==> src/rtl/gauss_conv_engine.sv <==
// Streaming 1-D convolution engine: TAPS-deep sample window, one shared multiplier,
// round/shift/saturate on the way out, run-time programmable kernel.
module gauss_conv_engine #(
    parameter int TAPS   = 5,
    parameter int DATA_W = 8,
    parameter int COEF_W = 8,
    parameter int SHIFT  = 7
) (
    input  logic                     clk,
    input  logic                     nReset,
    input  logic                     in_valid,
    output logic                     in_ready,
    input  logic [DATA_W-1:0]        in_data,
    output logic                     out_valid,
    input  logic                     out_ready,
    output logic [DATA_W-1:0]        out_data,
    output logic                     out_sat,
    input  logic                     coef_we,
    input  logic [$clog2(TAPS)-1:0]  coef_addr,
    input  logic [COEF_W-1:0]        coef_wdata,
    input  logic                     flush
);

    localparam int AW     = $clog2(TAPS);
    localparam int PROD_W = DATA_W + COEF_W;
    localparam int ACC_W  = PROD_W + AW + 1;
    localparam logic [ACC_W:0] RND     = {{ACC_W{1'b0}}, 1'b1} << (SHIFT - 1);
    localparam logic [ACC_W:0] MAX_OUT = {{(ACC_W + 1 - DATA_W){1'b0}}, {DATA_W{1'b1}}};
    localparam logic [AW-1:0]  LAST_TAP = AW'(TAPS - 1);

    typedef enum logic [1:0] {
        IDLE = 2'd0,
        MAC  = 2'd1,
        OUT  = 2'd2
    } state_t;

    // Power-on kernel: the legacy 5-tap Gaussian, otherwise a unity centre tap.
    function automatic logic [COEF_W-1:0] coef_reset(input int idx);
        logic [COEF_W-1:0] c;
        c = '0;
        if (TAPS == 5) begin
            case (idx)
                0, 4:    c = COEF_W'(32'd17);
                1, 3:    c = COEF_W'(32'd29);
                2:       c = COEF_W'(32'd35);
                default: c = '0;
            endcase
        end else if (idx == TAPS / 2) begin
            c = COEF_W'(64'd1 << SHIFT);
        end else begin
            c = '0;
        end
        return c;
    endfunction

    state_t              state_r;
    logic [DATA_W-1:0]   win_r  [TAPS];
    logic [COEF_W-1:0]   coef_r [TAPS];
    logic [ACC_W-1:0]    acc_r;
    logic [AW-1:0]       tap_r;
    logic                in_ready_r;
    logic                out_valid_r;
    logic [DATA_W-1:0]   out_data_r;
    logic                out_sat_r;

    logic                accept_s;
    logic [PROD_W-1:0]   prod_s;
    logic [ACC_W:0]      rounded_s;
    logic [ACC_W:0]      shifted_s;
    logic                sat_s;

    // flush steals the accept slot combinationally so no sample slips in alongside it
    assign in_ready  = in_ready_r & ~flush;
    assign accept_s  = in_valid & in_ready;
    assign out_valid = out_valid_r;
    assign out_data  = out_data_r;
    assign out_sat   = out_sat_r;

    // Shared multiplier, rounding and saturation detect
    always_comb begin
        prod_s    = PROD_W'(win_r[tap_r]) * PROD_W'(coef_r[tap_r]);
        rounded_s = {1'b0, acc_r} + RND;
        shifted_s = rounded_s >> SHIFT;
        sat_s     = (shifted_s > MAX_OUT);
    end

    // Coefficient bank: writable only while idle, reverts on reset
    always_ff @(posedge clk or negedge nReset) begin
        if (!nReset) begin
            for (int i = 0; i < TAPS; i++) coef_r[i] <= coef_reset(i);
        end else if (coef_we && (state_r == IDLE) && (32'(coef_addr) < TAPS)) begin
            coef_r[coef_addr] <= coef_wdata;
        end else begin
            for (int i = 0; i < TAPS; i++) coef_r[i] <= coef_r[i];
        end
    end

    // Control FSM, sample window, accumulator and registered result
    always_ff @(posedge clk or negedge nReset) begin
        if (!nReset) begin
            state_r     <= IDLE;
            for (int i = 0; i < TAPS; i++) win_r[i] <= '0;
            acc_r       <= '0;
            tap_r       <= '0;
            in_ready_r  <= 1'b1;
            out_valid_r <= 1'b0;
            out_data_r  <= '0;
            out_sat_r   <= 1'b0;
        end else begin
            case (state_r)
                IDLE: begin
                    if (flush) begin
                        for (int i = 0; i < TAPS; i++) win_r[i] <= '0;
                    end else if (accept_s) begin
                        for (int i = TAPS - 1; i > 0; i--) win_r[i] <= win_r[i-1];
                        win_r[0]   <= in_data;
                        acc_r      <= '0;
                        tap_r      <= '0;
                        in_ready_r <= 1'b0;
                        state_r    <= MAC;
                    end else begin
                        state_r <= IDLE;
                    end
                end
                MAC: begin
                    acc_r <= acc_r + ACC_W'(prod_s);
                    if (tap_r == LAST_TAP) begin
                        state_r <= OUT;
                    end else begin
                        tap_r <= tap_r + 1'b1;
                    end
                end
                OUT: begin
                    // First OUT cycle latches the result; it then holds until taken
                    if (!out_valid_r) begin
                        out_valid_r <= 1'b1;
                        out_data_r  <= sat_s ? {DATA_W{1'b1}} : shifted_s[DATA_W-1:0];
                        out_sat_r   <= sat_s;
                    end else if (out_ready) begin
                        out_valid_r <= 1'b0;
                        in_ready_r  <= 1'b1;
                        state_r     <= IDLE;
                    end else begin
                        state_r <= OUT;
                    end
                end
                default: begin
                    state_r     <= IDLE;
                    in_ready_r  <= 1'b1;
                    out_valid_r <= 1'b0;
                end
            endcase
        end
    end

endmodule

==> config.mk <==
export PLATFORM = sky130hd
export DESIGN_NAME = gauss_conv_engine
export DESIGN_NICKNAME = d
export VERILOG_FILES = /design/src/rtl/gauss_conv_engine.sv
export SDC_FILE = /design/constraint.sdc
export NUM_CORES = 1
export LEC_CHECK = 0
export CAP_MARGIN = 10
export CELL_PAD_IN_SITES_DETAIL_PLACEMENT = 1
export CELL_PAD_IN_SITES_GLOBAL_PLACEMENT = 2
export CORE_UTILIZATION = 37
export CTS_CLUSTER_SIZE = 12
export DETAILED_ROUTE_END_ITERATION = 8
export GPL_ROUTABILITY_DRIVEN = 0
export HOLD_SLACK_MARGIN = 0.1
export PLACE_DENSITY = 0.86
export SLEW_MARGIN = 20
export SYNTH_ARGS = -nofsm -noshare
export SYNTH_HDL_FRONTEND = slang
export SYNTH_SLANG_ARGS = --single-unit
==> constraint.sdc <==
create_clock -name clk -period 5.9 [get_ports clk]
set_input_delay 1.18 -clock clk [delete_from_list [all_inputs] [get_ports clk]]
set_output_delay 1.18 -clock clk [all_outputs]
set_load 0.1 [all_outputs]
==> impl_metrics.py <==
metrics = {
    "status": {
        "outcome": "finished clean",
    },
    "yosys": {
        "synth.top_cell.area_share": 0.326,
        "mappedNetlistNets": 833,
        "ys_async_sr_fraction": 1.00,
        "syn_area_mm2": 0.00768,
        "synth_area_leaders": "dfrtp_1 (33%), fa_1 (13%), ha_1 (7.2%)",
        "ys_types": 53,
        "synthFlopType": "dfrtp_1",
        "syn_avg_cell_area_um2": 10.8,
        "ys_seq_elements": 116,
        "yosys_warnings": 0,
        "yosysSeqAreaShare": 0.380,
        "synth_top_area_cell": "dfrtp_1",
        "synth_edf_count": 0,
        "synth_commonest_cells": "inv_1 (104), dfrtp_1 (100), nor2_1 (66)",
        "synth_most_common_cell": "inv_1",
        "syn_inst": 714,
    },
    "job": {
        "maxCapViolCount": 0,
    },
    "setup_path": {
        "cpLargestDelayFamily": "adder cells",
        "required_ns": 6.25,
        "worstSetupEndpointType": "register",
        "r2r_slack_ns": 0.34,
        "crit_buf_inv": 4,
        "crit_path_start_kind": "register",
        "reg2reg_depth": 18,
        "cpPeakStageDelay_ns": 0.55,
        "r2r_end": "acc_r[18]$_DFFE_PN0P_",
        "r2r_start": "tap_r[0]$_DFFE_PN0P_",
        "arrival_ns": 5.91,
        "crit_path_frequent_cell": "fa_1",
        "cp_cell_sequence": "buf_6 > mux4_2 > a22oi_1 > buf_4 > nor2_1 > fa_1 > fa_1 > inv_1 > fa_1 > fa_1 > inv_1 > ha_1 > nand3_1 > nor2_1 > nor2_1 > o31a_1 > a311oi_1 > mux2i_1",
        "cp_max_fo": 15,
        "critical_path_class": "reg2reg",
        "crit_slowest_cell": "fa_1",
    },
    "cts": {
        "path_clk_slew_ns": 0.06,
        "cts.sinks": 116,
        "cts_tree": "done",
        "cts-root-buf": "clkbuf_16",
        "cts_buffers": 17,
        "post_cts_buffers": 0,
        "cts_hold_buffers": 0,
        "post_cts_resized": 0,
        "cts_max_level": 4,
        "clockBufferDepth": 2,
        "clock_latency_ns": 0.43,
    },
    "timing": {
        "worstMarginPinSlew_ns": 0.968,
        "fin_tns_setup_ns": 0,
        "setup_violations": 0,
        "min_period_ns": 5.56,
        "rsz0062_at_grt": "no",
        "slew_headroom": 0.353,
        "finalCritPeriodShare": 0.943,
        "worst_clock_skew_ns": 0.00950,
        "finalMaxSlewViolations": 0,
        "worst_slack_ns": 0.339,
        "fmax_mhz": 180,
        "hold_viol": 0,
    },
    "grt": {
        "grt_pass1_vias": 6130,
        "grt_max_degree": 70,
        "grtUsageTotal": 0.190,
        "overflow": 0,
        "grt_pass1_wl_um": 31800,
        "antenna_found_initial": 0,
    },
    "detailed_routing": {
        "via_per_inst": 5.29,
        "top_layer": "met4",
        "met2_length_um": 9710,
        "vias": 5579,
        "routedLengthMet1_um": 8600,
        "wire_per_inst_um": 18.1,
        "drc": 0,
        "routed_wl_um": 19100,
        "first_pass_iters": 4,
        "ant_nets": 0,
        "dr_wl_met3_um": 462,
        "first_iter_violations": 251,
    },
    "hold_path": {
        "whs_endpoint": "in_ready_r$_DFFE_PN1P_",
        "holdPathStages": 2,
        "min_path_type": "reg2reg",
        "hold_start": "in_ready_r$_DFFE_PN1P_",
    },
    "floorplanning": {
        "start_util": 0.379,
        "die_h_um": 146,
        "fp.dieW_um": 146,
        "ios": 36,
        "row_count": 52,
        "design.core.area_mm2": 0.0203,
        "dieArea_mm2": 0.0213,
    },
    "power": {
        "ir_drop_uv": 286,
        "cellLeakagePower_nw": 4.25,
        "p_per_area_mw_per_mm2": 490,
    },
    "cells_and_area": {
        "fillers": 2237,
        "syn2layout_area_growth_pct": 18.5,
        "multi_input_area_mm2": 0.00430,
        "antenna_cells": 0,
        "fin_nets": 891,
        "register_area_mm2": 0.00292,
        "post-route-util": 0.448,
        "layout-drive-gt1-share": 0.181,
    },
    "placement": {
        "pre_cts_ws_ns": 0.280,
        "port_buffers": 35,
        "dp_hpwl_um": 14100,
    },
}
## area by class of cell
type,count,share of cell area
tap,270,0.0371
inverter,105,0.0436
clock inverter,15,0.0206
multi-input combinational,473,0.472
clock buffer,17,0.0467
timing repair buffer,59,0.0588
sequential,116,0.321
## metal layers
metal | global-route usage | up-vias
li1 | - | 2573
met1 | 0.238 | 2885
met2 | 0.330 | 92
met3 | 0.0353 | 29
met4 | 0.0635 | 0
met5 | 0 | -
## flip-flops by register name (all words and copies together) (netlist names)
signal and cells:
tap_r 3, out_data 8, state_r 2, out_valid 1
acc_r 20, out_sat 1, win_r 40, in_ready_r 1
coef_r 40
## cells by family after synthesis
group / Yosys count / synth area share
XOR/XNOR: 15 / 0.0171
multiplexers: 59 / 0.108
AND/OR/NAND/NOR: 180 / 0.112
flip-flops: 116 / 0.380
AO/OA/AOI/OAI: 125 / 0.119
adder cells (fa/ha/maj): 94 / 0.202
buffers and inverters: 125 / 0.0619
## cell usage in the layout, fill, tap and decap left out, types with 19 or more instances in the layout
cell             count
nand3_1             19
mux2_2              41
a21oi_1             20
inv_1              104
ha_1                44
dfrtp_1            100
buf_4               23
a22o_1              43
clkdlybuf4s50_1     34
fa_1                50
nand2_1             37
nor2_1              66
## report_power, final
group | total (W) | internal (W) | switching [W]
logic | 0.00208 | 0.000792 | 0.00129
registers | 0.00129 | 0.00110 | 0.000195
clock network | 0.00109 | 0.000643 | 0.000442
## worst max-delay path by stage
stage | start | depth (start not counted) | to
global route | tap_r[0]$_DFFE_PN0P_ | 18 | acc_r[14]$_DFFE_PN0P_
detailed placement | tap_r[1]$_DFFE_PN0P_ | 18 | acc_r[18]$_DFFE_PN0P_
global placement | tap_r[0]$_DFFE_PN0P_ | 17 | acc_r[17]$_DFFE_PN0P_
CTS | tap_r[1]$_DFFE_PN0P_ | 18 | acc_r[14]$_DFFE_PN0P_
finish | tap_r[0]$_DFFE_PN0P_ | 18 | acc_r[18]$_DFFE_PN0P_
floorplan | tap_r[0]$_DFFE_PN0P_ | 17 | acc_r[17]$_DFFE_PN0P_
## metrics by stage
step | instance area [µm²] | total power, W | cells | hold WS [ns]
after CTS | 9080 | 0.00450 | 1055 | 0.485
after global routing | 9100 | 0.00476 | 1055 | 0.495
after floorplan | 7680 | 0.00272 | 714 | 0.444
final | 9100 | 0.00446 | 1055 | 0.479
after global placement | 8470 | 0.00327 | 1023 | 0.456
after detailed placement | 8470 | 0.00338 | 1023 | 0.476
## worst register-to-register path, delay by kind of cell, from the launching register on
kind | cells | cell delay, ns
buf+inv | 4 | 0.55
simple gates | 4 | 0.42
mux | 2 | 0.76
flops | 1 | 0.37
fa+ha+maj | 5 | 2.39
compound gates | 3 | 0.99
(Power assumes the default switching activity.)
